### src/rtl/program_counter_rs.sv
// Program counter with a hardware return-address stack: sequential/stalled fetch, jump, relative branch, call, return.
// Optional sticky stack-error output enabled by defining PC_STACK_ERR_EN.
module program_counter_rs #(
  parameter int                ADDR_W      = 12,
  parameter int                OFF_W       = 8,
  parameter int                STACK_DEPTH = 4,
  parameter logic [ADDR_W-1:0] RESET_ADDR  = '0
) (
  input  logic                               clk,
  input  logic                               rst_n,
  input  logic                               i_no_inc,
  input  logic                               i_jmp,
  input  logic [ADDR_W-1:0]                  i_jmp_addr,
  input  logic                               i_br,
  input  logic [OFF_W-1:0]                   i_br_off,
  input  logic                               i_call,
  input  logic                               i_ret,
  output logic [ADDR_W-1:0]                  o_addr_out,
  output logic [$clog2(STACK_DEPTH+1)-1:0]   o_stk_level,
  output logic                               o_stk_full,
  output logic                               o_stk_empty
`ifdef PC_STACK_ERR_EN
  ,output logic                              o_stk_err
`endif
);

  localparam int                LVL_W    = $clog2(STACK_DEPTH + 1);
  localparam int                IDX_W    = $clog2(STACK_DEPTH);
  localparam logic [LVL_W-1:0]  LVL_FULL = LVL_W'(STACK_DEPTH);

  logic [ADDR_W-1:0] r_addr;
  logic [ADDR_W-1:0] r_stack [STACK_DEPTH];
  logic [LVL_W-1:0]  r_level;

  logic              w_empty;
  logic              w_full;
  logic              w_ret_ok;
  logic              w_call_ok;
  logic [IDX_W-1:0]  w_top_idx;
  logic [IDX_W-1:0]  w_push_idx;
  logic [ADDR_W-1:0] w_top;
  logic [ADDR_W-1:0] w_addr_inc;
  logic [ADDR_W-1:0] w_off_ext;
  logic [ADDR_W-1:0] w_addr_nxt;

  assign w_empty    = (r_level == '0);
  assign w_full     = (r_level == LVL_FULL);
  // A return on an empty stack is dropped so lower-priority controls still act.
  assign w_ret_ok   = i_ret && !w_empty;
  assign w_call_ok  = i_call && !w_ret_ok;
  assign w_top_idx  = IDX_W'(r_level - LVL_W'(1));
  assign w_push_idx = w_full ? IDX_W'(STACK_DEPTH - 1) : IDX_W'(r_level);
  assign w_top      = r_stack[w_top_idx];
  assign w_addr_inc = r_addr + ADDR_W'(1);
  assign w_off_ext  = ADDR_W'($signed(i_br_off));

  always_comb begin
    w_addr_nxt = r_addr;
    if (w_ret_ok)
      w_addr_nxt = w_top;
    else if (i_call || i_jmp)
      w_addr_nxt = i_jmp_addr;
    else if (i_br)
      w_addr_nxt = r_addr + w_off_ext;
    else if (!i_no_inc)
      w_addr_nxt = w_addr_inc;
  end

  always_ff @(posedge clk or negedge rst_n) begin
    if (!rst_n)
      r_addr <= RESET_ADDR;
    else
      r_addr <= w_addr_nxt;
  end

  always_ff @(posedge clk or negedge rst_n) begin
    if (!rst_n)
      r_level <= '0;
    else if (w_ret_ok)
      r_level <= r_level - LVL_W'(1);
    else if (w_call_ok && !w_full)
      r_level <= r_level + LVL_W'(1);
  end

  // On overflow the oldest entry (index 0) falls off and the new one lands on top.
  always_ff @(posedge clk or negedge rst_n) begin
    if (!rst_n) begin
      for (int i = 0; i < STACK_DEPTH; i++)
        r_stack[i] <= '0;
    end else if (w_call_ok) begin
      if (w_full) begin
        for (int i = 0; i < STACK_DEPTH - 1; i++)
          r_stack[i] <= r_stack[i+1];
      end
      r_stack[w_push_idx] <= w_addr_inc;
    end
  end

`ifdef PC_STACK_ERR_EN
  logic r_err;

  always_ff @(posedge clk or negedge rst_n) begin
    if (!rst_n)
      r_err <= 1'b0;
    else if ((i_ret && w_empty) || (w_call_ok && w_full))
      r_err <= 1'b1;
  end

  assign o_stk_err = r_err;
`endif

  assign o_addr_out  = r_addr;
  assign o_stk_level = r_level;
  assign o_stk_full  = w_full;
  assign o_stk_empty = w_empty;

endmodule
### config.mk
export PLATFORM = sky130hd
export DESIGN_NAME = program_counter_rs
export DESIGN_NICKNAME = d
export VERILOG_FILES = /design/src/rtl/program_counter_rs.sv
export SDC_FILE = /design/constraint.sdc
export NUM_CORES = 1
export LEC_CHECK = 0
export BUFFER_PORTS_ARGS = -buffer_cell sky130_fd_sc_hd__buf_4
export CAP_MARGIN = 30
export CORE_MARGIN = 5
export CORE_UTILIZATION = 44
export DETAILED_ROUTE_END_ITERATION = 10
export HOLD_SLACK_MARGIN = 0.12
export PLACE_DENSITY_LB_ADDON = 0.08
export SYNTH_ARGS = -nofsm -noshare
export SYNTH_HDL_FRONTEND = slang
export SYNTH_SLANG_ARGS = --single-unit
### constraint.sdc
create_clock -name clk -period 3.2 [get_ports clk]
set_input_delay 0 -clock clk [delete_from_list [all_inputs] [get_ports clk]]
set_output_delay 0 -clock clk [all_outputs]
set_load 0.005 [all_outputs]
Yosys cells after proc, flatten, opt, wreduce, memory -nomap -nowiden
Cells that the tools add are included.
{"block": "word_totals", "regBits": 63, "out_inout_bits": 17}
{"block": "classes", "addsub": 4, "order_cmp": 3, "eq_ne": 2, "n_mux": 15, "bitwise": 2, "n_reduce_logical": 10}
{"cell": "$mux 12", "n": 7}
{"cell": "$mux 36", "n": 2}
{"cell": "$bwmux 48", "n": 1}
{"cell": "$bmux 12 s2", "n": 1}
{"cell": "$demux 12 s2", "n": 1}
{"cell": "$add 12x1->12 const B", "n": 1}
{"cell": "$add 12x12->12", "n": 1}
{"cell": "$ge 3x3->1 const B", "n": 2}
{"cell": "$mux 3", "n": 2}
{"cell": "$not 2->3", "n": 2}
{"cell": "$logic_and 1x1->1", "n": 4}
{"cell": "$ne 4x1->1 const B", "n": 1}
{"cell": "$add 3x1->3 const B", "n": 1}
{"cell": "$eq 3x3->1 const B", "n": 1}
{"cell": "$logic_not 1->1", "n": 3}
{"cell": "$logic_not 3->1", "n": 1}
{"cell": "$lt 3x1->1 const B", "n": 1}
{"cell": "$sub 3x1->3 const B", "n": 1}
{"cell": "$mux 2", "n": 1}
{"cell": "$reduce_bool 2->1", "n": 1}
{"cell": "$logic_or 1x1->1", "n": 1}

Depth between registers and ports, before layout
{"block": "depth", "ltp_word": 8, "depth_mapped": 12, "ltp_nobuf": 9}

Worst setup path before layout
OpenSTA, ideal clock, no wires.
{"block": "synth_path", "path_kind": "register to register", "start": "reg r_level[0], in the netlist o_stk_level[0]", "end": "reg r_addr[11], in the netlist o_addr_out[11]", "setup_ps": 148, "arrival_time_ps": 2573, "setup_slack_ps": 479, "path_stages_with_launch": 10, "path_buffers": 2, "path_cell_list": "dfrtp_1 -> buf_2 -> buf_2 -> inv_1 -> ha_1 -> mux4_2 -> and3_1 -> or3_1 -> o22ai_1 -> a41oi_1"}
{"block": "synth_between", "elab_chain_cells": 6, "word_cells_on_any_way": 10, "classes_between": "add/sub: 1; eq/ne: 1; mux: 4; bitwise: 1; reduce/logical: 3"}
{"item": "start: declaration", "line_no": "33", "rtl": "logic [LVL_W-1:0] r_level;"}
{"item": "start signal: assignment", "line_no": "80", "rtl": "r_level <= r_level - LVL_W'(1);"}
{"item": "start signal: assignment", "line_no": "82", "rtl": "r_level <= r_level + LVL_W'(1);"}
{"item": "$sub 3x1->3"}
{"item": "net w_top_idx[0]", "line_no": "39", "rtl": "logic [IDX_W-1:0] w_top_idx;"}
{"item": "$not 2->3 (not written as such)", "line_no": "53", "rtl": "assign w_top = r_stack[w_top_idx];"}
{"item": "$bmux 12 s2", "line_no": "53"}
{"item": "$mux 12 (not written as such) (2 in a row)", "line_no": "53"}
{"item": "$mux 12", "line_no": "59", "rtl": "if (w_ret_ok)"}
{"item": "end signal: assignment", "line_no": "73", "rtl": "r_addr <= w_addr_nxt;"}
{"item": "end: declaration", "line_no": "31", "rtl": "logic [ADDR_W-1:0] r_addr;"}
The timed path passes the listed nets, and every way through them passes these cells. The select of a mux whose other input is x is not followed.
A chain may end at the register's enable or synchronous reset.

Worst setup path after layout
{"block": "layout_path", "start": "reg r_addr[0], in the netlist o_addr_out[0]", "end": "reg r_addr[6], in the netlist o_addr_out[6]"}
{"block": "layout_between", "elab_chain_cells": 5, "word_cells_on_any_way": 6, "classes_between": "add/sub: 2; mux: 4"}
{"item": "$add 12x1->12", "line_no": "54", "rtl": "assign w_addr_inc = r_addr + ADDR_W'(1);"}
{"item": "$mux 12", "line_no": "65", "rtl": "else if (!i_no_inc)"}
{"item": "$mux 12 (*)", "line_no": "63", "rtl": "else if (i_br)"}
{"item": "$mux 12 (*)", "line_no": "61", "rtl": "else if (i_call || i_jmp)"}
{"item": "$mux 12 (*)", "line_no": "59"}
Every way passes the cells marked *; elsewhere a longest branch is shown, timed or not. The select of a mux whose other input is x is not followed.

==> metrics.yaml <==
outcome: "finished clean"
rsz0062_at_grt: "no"
p_sw_mw: 2.361
seq_area_frac_synth_pct: 37.44
dp.cells: 604
grt_pass1_vias: 3634
r2r-start: "o_addr_out[0]"
p_per_area_nw_per_um2: 1058
ys_async_sr_fraction_pct: 100.0
nets: 549
synthTopCellsByArea: "dfrtp_1 (37%), mux4_2 (6.4%), a21oi_1 (5.7%)"
busiest_layer: "met2"
grt.met3_usage_pct: 3.059
root_buffer: "clkbuf_8"
slowest_delay_ns: 0.54
hold_class: "in -> reg"
slew_viol_final: 0
period_minus_slack_ns: 2.959
avgSynthCellArea_um2: 9.274
cts_tree: "built"
use_met2_pct: 35.88
drt_iter0_drc: 305
clock_sinks: 63
fmax_mhz: 338.0
drive_gt1_share_pct: 18.90
synth_warnings: 0
syn_nets: 499
clock_skew_ns: 0.01424
yosysUniqueCellTypes: 57
post-route-drc-count: 0
firstDrtPassIters: 5
yosysTopAreaCell: "dfrtp_1"
crit_path_cell_trace: "ha_1, inv_1, fa_1, nor2b_1, o211ai_1, a21boi_0, nor2_1, xnor2_1, a41o_1, dlygate4sd3_1"
die_y_um: 107.8
met1_usage_pct: 29.69
initial_core_util_pct: 45.35
ys.flop_type: "dfrtp_1"
leakagePower_nw: 2.035
relSlewSlack_pct: 36.67
start_kind: "flip-flop"
syn_to_final_growth_pct: 18.75
switching_share_pct: 44.63
peakVddDrop_mv: 0.3772
clk_latency_ns: 0.35
rows: 35
antenna_found_initial: 0
worst_pin_slew_ns: 0.9464
ys_seq_elements: 63
fp.dieArea_um2: 11630
n_antenna_cell: 0
fin_crit_sh_pct: 92.46
grt_pass1_wl_um: 19490
die_x_um: 107.8
cts.clk_slew.worst_paths_ns: 0.08
cap_violations: 0
utilization_pct: 53.85
netlist.area_leader.share_pct: 37.44
core_area_um2: 9284
final-setup-viol-count: 0
wl_um: 12330
p_int_mw: 2.929
grtUsageTotal_pct: 21.91
netlist_instances: 454
gr-total-overflow: 0
vias: 3760
p_clk_share_pct: 13.0
ant_nets: 0
critical_path.startpoint: "o_addr_out[0]"
arrival_ns: 3.19
cts_max_path_buffers: 2
grt_max_degree: 64
place_congestion: 0.8122
wl_per_cell_um: 19.36
finalHoldViolations: 0
hpwl_um: 8580
pin_count: 44
critPathKind: "reg -> reg"
syn_area_um2: 4210
h-tree-depth: 3
routed_via_density: 5.903
slowest_stage: "dlygate4sd3_1"
cp_max_fo: 8
hp-start: "i_no_inc"
crit_required_ns: 3.43
seqPwrFrac_pct: 31.2
cts-buffers-inserted: 9
instances_no_fill: 637
portBuffers: 43
synth_edf_count: 0
fin_tns_setup_ns: 0
critPathCaptureType: "flip-flop"
p_comb_share_pct: 55.9
## metrics by stage
| stage | worst slack (ns) | hold WS [ns] | cell area (um^2) | power (mW) |
|---|---|---|---|---|
| floorplan | 0.4794 | -0.2956 | 4210 | 3.614 |
| global placement | 0.7268 | 0.1577 | 4632 | 4.513 |
| detailed placement | 0.6739 | 0.1561 | 4632 | 4.536 |
| CTS | 0.1605 | 0.1431 | 4999 | 5.283 |
| global route | 0.1040 | 0.1654 | 5000 | 5.666 |
| finish | 0.2412 | 0.1541 | 5000 | 5.290 |
## synthesized netlist by cell type, drive strengths merged (2+ instances only)
library cell and number:
clkbuf 19, nor3 21, o21ai 31, a221oi 3, o22ai 12, nand2 35, ha 17, inv 15
nor2 33, xor2 7, buf 13, or2 2, a211oi 5, nand4 5, o211ai 5, a21oi 48
mux4 12, a21boi 2, o22a 17, a2bb2oi 2, a31oi 6, mux2 6, or3 2, a22oi 21
nand2b 2, and2 3, a221o 2, a21o 2, xnor2 17, nand3 9, dfrtp 63
## final timing paths
kind / to / slack [ns] / cells after the start
max reg2reg: o_addr_out[6] / 0.24 / 10
min reg2reg: r_stack[37] / 0.48 / 2
min: o_addr_out[2] / 0.15 / 4
max in group asynchronous: o_addr_out[0] / 2.34 / 2
min in group asynchronous: r_stack[0] / 0.29 / 2
max: o_addr_out[6] / 0.24 / 10
## registers in the layout (all words and copies together), names as in the netlist
name         flops
o_addr_out      12
o_stk_level      3
r_stack         48
## kinds of logic after synthesis
kind of cell               Yosys count  share of synthesized area [%]
AOI/OAI and AO/OA                  166                          25.50
xor gates and xnor gates            24                          4.993
adders and majority gates           18                          5.527
buffers and inverters               47                          4.606
DFF                                 63                          37.44
muxes                               18                          8.024
and+or+nand+nor                    118                          13.91
## final cells by class
cell class,count,area (um^2)
Clock buffer,9,123.9
Fill cell,877,4284
Timing Repair Buffer,71,578.1
Sequential cell,63,1578
Multi-Input combinational cell,344,2440
Inverter,15,56.30
Tap cell,129,161.4
Clock inverter,6,62.56
## cells in the final DEF (no fill, tap or decap), drive strengths merged, types with 3 or more instances in the layout
cell type    instances
mux4                12
o211ai               5
nand4                5
clkinvlp             3
a221oi               3
nor3                21
o21ai               31
mux2                 6
a21oi               48
dlygate4sd3         18
clkbuf               9
a31oi                6
a211oi               5
xor2                 7
nand3                9
nand2               35
xnor2               17
dfrtp               63
ha                  17
nor2                33
inv                 15
o22ai               12
o22a                17
buf                 53
a22oi               21
and2                 3
## per-layer routing
layer,vias up,wire [um]
met5,-,0
met2,101,5980
met1,1843,5625
li1,1799,-
met3,17,514
met4,0,212
## worst max-delay path, delay by kind of cell, from the launching register on
family	cells	cell delay (ns)
buf+inv	2	0.59
fa+ha+maj	2	0.61
flops	1	0.48
simple gates	2	0.31
xor+xnor	1	0.14
compound gates	3	0.70
## power groups by stage
stage	logic, mW	registers (mW)	clock network (mW)
global route	3.24	1.70	0.729
finish	2.96	1.65	0.687
CTS	2.95	1.64	0.694
detailed placement	2.89	1.65	0
global placement	2.87	1.64	0
floorplan	2.15	1.46	0
## what timing repair did
| item | 4_1_cts | 5_1_grt |
|---|---|---|
| hold buffers | 18 | 0 |
| endpoints found under the hold margin | 78 | 0 |
| endpoints found under the setup margin | 0 | 1 |
| gates resized for setup | 0 | 1 |
| buffers inserted | 0 | 0 |
Note: power is estimated with default switching activity, not from simulation.
